--- config.mk ---
export PLATFORM = sky130hd
export DESIGN_NAME = imem_loader
export DESIGN_NICKNAME = d
export VERILOG_FILES = /design/src/rtl/imem_loader.sv
export SDC_FILE = /design/constraint.sdc
export NUM_CORES = 1
export LEC_CHECK = 0
export ABC_AREA = 1
export CORE_MARGIN = 5
export CORE_UTILIZATION = 47
export DETAILED_ROUTE_END_ITERATION = 6
export HOLD_SLACK_MARGIN = 0.15
export PLACE_DENSITY = 0.66
export SYNTH_ARGS = -nofsm -noshare
export SYNTH_HDL_FRONTEND = slang
export SYNTH_SLANG_ARGS = --single-unit
--- constraint.sdc ---
create_clock -name clk -period 4.68 [get_ports clk]
set_clock_uncertainty 0.1 [all_clocks]
set_input_delay 1.404 -clock clk [delete_from_list [all_inputs] [get_ports clk]]
set_output_delay 1.404 -clock clk [all_outputs]
set_load 0.02 [all_outputs]
--- src/rtl/imem_loader.sv ---
`default_nettype none
// ============================================================================
// Module   : imem_loader
// Purpose  : Framed byte-stream boot loader writing instruction memory and
//            holding the core in reset until a checksum-verified image lands.
// Revision : 1.0
// ============================================================================
module imem_loader #(
  parameter int          IROM_SPACE = 1024,
  parameter logic [31:0] BASE_ADDR  = 32'h0000_0000,
  parameter int          TIMEOUT    = 1_000_000,
  parameter logic [7:0]  MAGIC      = 8'hA5
) (
  input  logic        clk,
  input  logic        rstn,
  input  logic        in_valid,
  input  logic [7:0]  in_data,
  output logic        in_ready,
  output logic        wr_en,
  output logic [31:0] wr_addr,
  output logic [7:0]  wr_data,
  output logic        cpu_hold,
  output logic        load_done,
  output logic        err,
  output logic [1:0]  err_code
);

  localparam int TW = (TIMEOUT > 1) ? $clog2(TIMEOUT) : 1;

  typedef enum logic [2:0] {
    S_IDLE   = 3'd0,
    S_LEN_LO = 3'd1,
    S_LEN_HI = 3'd2,
    S_DATA   = 3'd3,
    S_CSUM   = 3'd4,
    S_DONE   = 3'd5,
    S_ERR    = 3'd6
  } state_t;

  state_t          state_q;
  logic [7:0]      len_lo_q;
  logic [15:0]     len_q;
  logic [15:0]     idx_q;
  logic [7:0]      sum_q;
  logic [TW-1:0]   tcnt_q;
  logic            in_ready_q;
  logic            wr_en_q;
  logic [31:0]     wr_addr_q;
  logic [7:0]      wr_data_q;
  logic            cpu_hold_q;
  logic            load_done_q;
  logic            err_q;
  logic [1:0]      err_code_q;

  logic            xfer;
  logic [15:0]     frame_len;
  logic            in_frame;
  logic            timeout_hit;

  assign xfer        = in_valid & in_ready_q;
  assign frame_len   = {in_data, len_lo_q};
  assign in_frame    = (state_q == S_LEN_LO) || (state_q == S_LEN_HI) ||
                       (state_q == S_DATA)   || (state_q == S_CSUM);
  // The TIMEOUT-th consecutive idle cycle is the one that aborts the frame.
  assign timeout_hit = in_frame && !xfer && (tcnt_q == TW'(TIMEOUT - 1));

  always_ff @(posedge clk or negedge rstn) begin
    if (!rstn) begin
      state_q     <= S_IDLE;
      len_lo_q    <= '0;
      len_q       <= '0;
      idx_q       <= '0;
      sum_q       <= '0;
      tcnt_q      <= '0;
      in_ready_q  <= 1'b0;
      wr_en_q     <= 1'b0;
      wr_addr_q   <= '0;
      wr_data_q   <= '0;
      cpu_hold_q  <= 1'b1;
      load_done_q <= 1'b0;
      err_q       <= 1'b0;
      err_code_q  <= 2'd0;
    end else begin
      wr_en_q     <= 1'b0;
      load_done_q <= 1'b0;
      in_ready_q  <= 1'b1;

      if (in_frame && !xfer) tcnt_q <= tcnt_q + TW'(1);
      else                   tcnt_q <= '0;

      case (state_q)
        S_IDLE: begin
          if (xfer && in_data == MAGIC) begin
            state_q    <= S_LEN_LO;
            err_q      <= 1'b0;
            err_code_q <= 2'd0;
            sum_q      <= '0;
            idx_q      <= '0;
            cpu_hold_q <= 1'b1;
          end
        end
        S_LEN_LO: begin
          if (xfer) begin
            len_lo_q <= in_data;
            state_q  <= S_LEN_HI;
          end
        end
        S_LEN_HI: begin
          if (xfer) begin
            len_q <= frame_len;
            if ({16'd0, frame_len} > 32'(IROM_SPACE)) begin
              state_q    <= S_ERR;
              err_q      <= 1'b1;
              err_code_q <= 2'd1;
              in_ready_q <= 1'b0;
            end else if (frame_len == 16'd0) begin
              state_q <= S_CSUM;
            end else begin
              state_q <= S_DATA;
            end
          end
        end
        S_DATA: begin
          if (xfer) begin
            wr_en_q   <= 1'b1;
            wr_addr_q <= BASE_ADDR + {16'd0, idx_q};
            wr_data_q <= in_data;
            sum_q     <= sum_q + in_data;
            idx_q     <= idx_q + 16'd1;
            if (idx_q == len_q - 16'd1) state_q <= S_CSUM;
          end
        end
        S_CSUM: begin
          if (xfer) begin
            in_ready_q <= 1'b0;
            if (in_data == sum_q) begin
              state_q     <= S_DONE;
              load_done_q <= 1'b1;
              cpu_hold_q  <= 1'b0;
            end else begin
              state_q    <= S_ERR;
              err_q      <= 1'b1;
              err_code_q <= 2'd2;
            end
          end
        end
        S_DONE, S_ERR: state_q <= S_IDLE;
        default:       state_q <= S_IDLE;
      endcase

      if (timeout_hit) begin
        state_q    <= S_ERR;
        err_q      <= 1'b1;
        err_code_q <= 2'd3;
        in_ready_q <= 1'b0;
      end
    end
  end

  assign in_ready  = in_ready_q;
  assign wr_en     = wr_en_q;
  assign wr_addr   = wr_addr_q;
  assign wr_data   = wr_data_q;
  assign cpu_hold  = cpu_hold_q;
  assign load_done = load_done_q;
  assign err       = err_q;
  assign err_code  = err_code_q;

endmodule
`default_nettype wire

==> results.json, run 1 <==
{
  "synth_area_um2": 5610,
  "final_common_cell": "nand2_1",
  "start_kind": "input pin",
  "ys.flop_type": "dfrtp_1",
  "dp_cells": 909,
  "grt_max_degree": 59,
  "die_h_um": 119,
  "end_kind": "register",
  "period_needed_ns": 3.60,
  "pin_count": 58,
  "clkTransAtPathRegs_ns": 0.07,
  "syn_area_per_cell_um2": 7.67,
  "rsz0062_at_grt": "no",
  "cts-htree-levels": 3,
  "hold_depth": 1,
  "seqPwrFrac_pct": 36.1,
  "post-cts-setup-buffer-count": 0,
  "final_cells": 925,
  "drive_gt1_share_pct": 4.88,
  "grt_pass1_wl_mm": 22.9,
  "slowest_stage": "clkdlybuf4s50_1",
  "hold_buffers": 0,
  "synthTopCellsByArea": "dfrtp_1 (45%), nand2_1 (12%), o21ai_0 (6.5%)",
  "die_x_um": 119,
  "min_to": "tcnt_q[0]",
  "power_mw": 3.82,
  "worst_slack_ns": 1.08,
  "fmax_mhz": 278,
  "p_comb_share_pct": 41.7,
  "synth-seq-cells": 102,
  "antenna_left": 0,
  "hold_path_class": "register to register",
  "dieArea_um2": 14200,
  "clkPwrFrac_pct": 22.2,
  "yosysTopAreaCell": "dfrtp_1",
  "cts_inserted_buffers": 9,
  "n_antenna_cell": 0,
  "peakVddDrop_v": 0.000289,
  "cellLeakagePower_nw": 3.10,
  "worst-setup-path-type": "input pin to register",
  "clock_latency_ns": 0.36,
  "core_um2": 11900,
  "syn_to_final_growth_pct": 15.3,
  "yosysTopAreaCellShare_pct": 45.1,
  "crit_required_ns": 4.88,
  "tightest_slew_ns": 0.881,
  "fill_cells": 1133,
  "mostFrequentLayoutCells": "nand2_1 (181), dfrtp_1 (101), inv_1 (93), o21ai_0 (73), nor2_1 (66)",
  "p_int_mw": 2.27,
  "synth_seq_area_share_pct": 45.5,
  "cts_buffer_depth": 2,
  "initial_core_util_pct": 47.3,
  "fp-row-count": 40,
  "place_ws_ns": 0.720,
  "drt_iter0_drc": 302,
  "wl_per_cell_um": 14.4,
  "track_usage_pct": 19.8,
  "setup_violations": 0,
  "synth_warnings": 0,
  "worst-path-max-fanout": 13,
  "clock-root-buffer": "clkbuf_16",
  "reg2regPathDepth": 12,
  "maxSlewViolCount": 0,
  "syn_inst": 731,
  "period_share_pct": 77.0,
  "synth_edf_count": 0,
  "globalplace.congestion": 0.860,
  "drv_cap": 0,
  "rr_startpoint": "state_q[1]",
  "nNetsFinal": 795,
  "async_flop_share_pct": 100,
  "p_switching_mw": 1.55,
  "grt_remaining_overflow": 0,
  "place.detailed.hpwl_mm": 9.99,
  "antenna_found_initial": 0,
  "path_common_cell": "nand2_1",
  "ctsResizeCount": 0,
  "swShare_pct": 40.5,
  "cpPeakStageDelay_ns": 0.51,
  "r2r-end": "err",
  "hold_viol": 0,
  "vias": 4828,
  "synth_cell_types": 40,
  "cts_tree": "built",
  "dr.pass1.iters": 4,
  "drcViolationCount": 0,
  "worst_ep_arrival_time_ns": 3.80,
  "grt_pass1_vias": 4742,
  "io_buffers": 41,
  "relSlewSlack_pct": 41.1,
  "status": "completed",
  "min_from": "tcnt_q[0]",
  "numClockSinks": 102,
  "setup_tns_ns": 0,
  "crit_chain": "clkdlybuf4s50_1 -> inv_1 -> nand4_1 -> nor3_1 -> nand2_1 -> nand2_2 -> inv_1 -> buf_4 -> nor2_1 -> nand2_1 -> nand2_1 -> and3_1",
  "avgViaCountPerCell": 5.22,
  "holdWs_ns": 0.370,
  "power_density_nw_per_um2": 591,
  "drt_wl_total_mm": 13.3,
  "rrSetupSlack_ns": 2.31
}
## power by group through the flow
stage                     clock (mW)  combinational [mW]  sequential [mW]
after floorplan                    0                1.03             1.44
after global placement             0                1.56             1.39
after detailed placement           0                1.59             1.39
after CTS                      0.870                1.60             1.38
after global routing           0.910                1.82             1.42
final                          0.848                1.59             1.38
## state kept, by name (all words and copies together), names as in the netlist
name and flops:
len_q 16, idx_q 16, in_ready 1, err 1, sum_q 8, wr_data 8, load_done 1, cpu_hold 1
err_code 2, state_q 3, len_lo_q 8, tcnt_q 20, wr_en 1, wr_addr 16
## worst max-delay path by stage
stage | slack, ns | to | start | cells after the start
global placement | 0.77 | idx_q[8] | in_data[1] | 12
finish | 1.08 | idx_q[8] | in_data[1] | 12
CTS | 1.08 | idx_q[8] | in_data[1] | 12
floorplan | 1.81 | sum_q[6] | in_data[0] | 8
global route | 0.81 | idx_q[7] | in_data[1] | 11
detailed placement | 0.72 | idx_q[8] | in_data[1] | 12
## metal layers
layer	part of all wire [%]	wire length (um)	vias to the layer above	global-route usage, %
met5	0	0	-	0
met4	1.1	140	0	5.65
met3	4.2	562	10	3.56
met2	48	6350	77	32.4
met1	47	6250	2302	27.0
li1	-	-	2439	-
## worst max-delay path: cells and delay by family
family	cells	cell delay (ns)
and+or+nand+nor	8	1.43
buffers and inverters	4	0.97
## cells in the mapped netlist (2+ instances only)
cell,instances
nand2_1,181
dfrtp_1,101
inv_1,93
o21ai_0,73
nor2_1,66
nand3_1,47
nor3_1,25
a21oi_1,20
buf_4,17
nand4_1,17
xor2_1,12
clkbuf_1,10
ha_1,10
xnor2_1,10
nor4_1,5
nand3b_1,4
nor2_2,4
o21bai_1,4
inv_2,3
nand3_2,3
a22o_1,2
a31oi_1,2
and3_1,2
nand2_2,2
o21a_1,2
o31ai_1,2
## cell type report
type	instances	area, um2	share of cell area, %
Clock inverter	4	76.3	1.18
Timing Repair Buffer	44	443	6.85
Sequential cell	102	2550	39.5
Tap cell	147	184	2.84
Clock buffer	12	267	4.12
Inverter	97	364	5.63
Multi-Input combinational cell	519	2580	39.9
## stage by stage
stage / area (um2) / util, %
floorplan: 5670 / -
global placement: 6120 / 51.6
detailed placement: 6120 / 51.6
CTS: 6470 / 54.5
global route: 6470 / 54.5
finish: 6470 / 54.5
## cells by family (layout without fill, tap and decap cells)
logic type      Yosys count  count (layout)  share of synthesized area [%]
compound gates          110             110                           10.9
xor+xnor                 22              22                           3.44
fa+ha+maj                11              11                           2.59
buf+inv                 125             157                           9.50
flops                   102             102                           45.5
other cells               1              16                         0.0669
simple gates            360             360                           28.0
Power figures use the tool's default switching activity.
==> run 2: changes to the inputs <==
Clock period 4.68 ns to 3.4 ns, I/O delays scaled along.
==> run 2 against run 1 <==
Setup slack lost 0.55 ns. Non-clock buffer count grew 8. Register-to-register slack lost 1.2 ns. Via count shrank 0.72%. Sequential power grew 38%. Cell count grew 0.86%. Critical path type unchanged. Routed wire length shrank 1.7%. Critical endpoint is now sum_q[7]. Hold slack lost 0.0076 ns. Power grew 35%. Flip-flop and latch count is the same.
==> results.json, run 2 (synthesis results as in run 1) <==
{
  "status": "completed",
  "io_buffers": 41,
  "seq_area_um2": 2550,
  "wl_per_cell_um": 14.0,
  "grt_pass1_vias": 4703,
  "track_usage_pct": 19.7,
  "grtUsageMet3_pct": 3.32,
  "grt_remaining_overflow": 0,
  "clkTransAtPathRegs_ns": 0.06,
  "die_h_um": 119,
  "hold_buffers": 0,
  "ctsResizeCount": 0,
  "dieArea_um2": 14200,
  "met2_usage_pct": 32.2,
  "clock_latency_ns": 0.36,
  "maxSlewViolCount": 0,
  "fp-row-count": 40,
  "die_x_um": 119,
  "fmax_mhz": 348,
  "setup_violations": 0,
  "rsz0062_at_grt": "no",
  "fill_cells": 1109,
  "period_share_pct": 84.4,
  "drt_wl_total_mm": 13.1,
  "cts_inserted_buffers": 9,
  "period_needed_ns": 2.87,
  "setup_tns_ns": 0,
  "n_antenna_cell": 0,
  "numClockSinks": 102,
  "pin_count": 58,
  "met1_usage_pct": 26.2,
  "avgViaCountPerCell": 5.14,
  "dp_cells": 917,
  "post-cts-setup-buffer-count": 0,
  "cts_buffer_depth": 2,
  "utilization_pct": 54.6,
  "final_cells": 933,
  "vias": 4793,
  "antenna_left": 0,
  "grt_pass1_wl_mm": 22.7,
  "mostFrequentLayoutCells": "nand2_1 (181), dfrtp_1 (101), inv_1 (93), o21ai_0 (73), nor2_1 (66)",
  "core_um2": 11900,
  "drcViolationCount": 0,
  "initial_core_util_pct": 47.3,
  "peakVddDrop_v": 0.000559,
  "top_usage_layer": "met2",
  "power_density_nw_per_um2": 794,
  "syn_to_final_growth_pct": 15.4,
  "cts_tree": "built",
  "cts-htree-levels": 3,
  "worst-path-max-fanout": 4,
  "crit_required_ns": 3.54,
  "multiInputGateArea_um2": 2580,
  "antenna_found_initial": 0,
  "grt_max_degree": 52,
  "hold_path_class": "register to register",
  "cellLeakagePower_nw": 3.11,
  "worst-setup-path-type": "input pin to register",
  "nNetsFinal": 803,
  "registers.top_by_ff_count": "tcnt_q",
  "drt_iter0_drc": 296,
  "drv_cap": 0,
  "globalplace.congestion": 0.872,
  "clock-root-buffer": "clkbuf_16",
  "final_common_cell": "nand2_1",
  "place.detailed.hpwl_mm": 9.96,
  "start_kind": "input pin",
  "drive_gt1_share_pct": 5.60,
  "worst_ep_arrival_time_ns": 3.01,
  "largest_reg_flops": 20,
  "dr.pass1.iters": 5,
  "hold_viol": 0,
  "end_kind": "register"
}
## run 2: worst max-delay path, stage by stage
cell and delay [ns]:
clkdlybuf4s50_1 0.42, buf_4 0.16, ha_1 0.32, nand3_1 0.10
nand3_1 0.07, nand2_1 0.09, nand2_1 0.06, a21oi_1 0.21
nor2_1 0.07, o21ai_0 0.24, nand3_1 0.11, nand3_1 0.10
nand2_1 0.05
## run 2: power breakdown
part	switching (mW)	leakage [nW]	internal, mW
clock	0.434	0.146	0.610
sequential	0.326	1.31	1.57
combinational	1.33	1.66	0.861
total	2.09	3.11	3.05
## run 2: path summary, 6_finish.rpt
path	end	depth (start not counted)	start	slack (ns)
max	sum_q[7]	13	in_data[1]	0.53
min	tcnt_q[0]	1	tcnt_q[0]	0.36
max reg2reg	state_q[2]	16	len_q[0]	1.09
min reg2reg	tcnt_q[0]	1	tcnt_q[0]	0.36
max in group asynchronous	wr_addr[13]	2	rstn	1.92
min in group asynchronous	idx_q[15]	1	rstn	0.51
## run 2: layout make-up
type | instances | area share (%)
clock inverter | 3 | 0.657
tap | 147 | 2.84
multi-input combinational | 519 | 39.8
timing repair buffer | 52 | 7.58
inverter | 97 | 5.62
clock buffer | 13 | 4.02
sequential | 102 | 39.4
## run 2: metrics by stage
| stage | power (mW) | area (um2) | setup slack, ns | hold WS [ns] |
|---|---|---|---|---|
| after floorplan | 3.40 | 5670 | 0.919 | 0.333 |
| after global placement | 4.07 | 6170 | 0.255 | 0.347 |
| after detailed placement | 4.11 | 6170 | 0.188 | 0.353 |
| after CTS | 5.18 | 6470 | 0.550 | 0.362 |
| after global routing | 5.59 | 6470 | 0.321 | 0.369 |
| final | 5.14 | 6470 | 0.530 | 0.362 |
## run 2: metal layers
metal  share of wire (%)  vias to the layer above
met5                   0                        -
met4                 2.0                        0
met3                 3.5                       18
met2                  47                       90
met1                  47                     2247
li1                    -                     2438
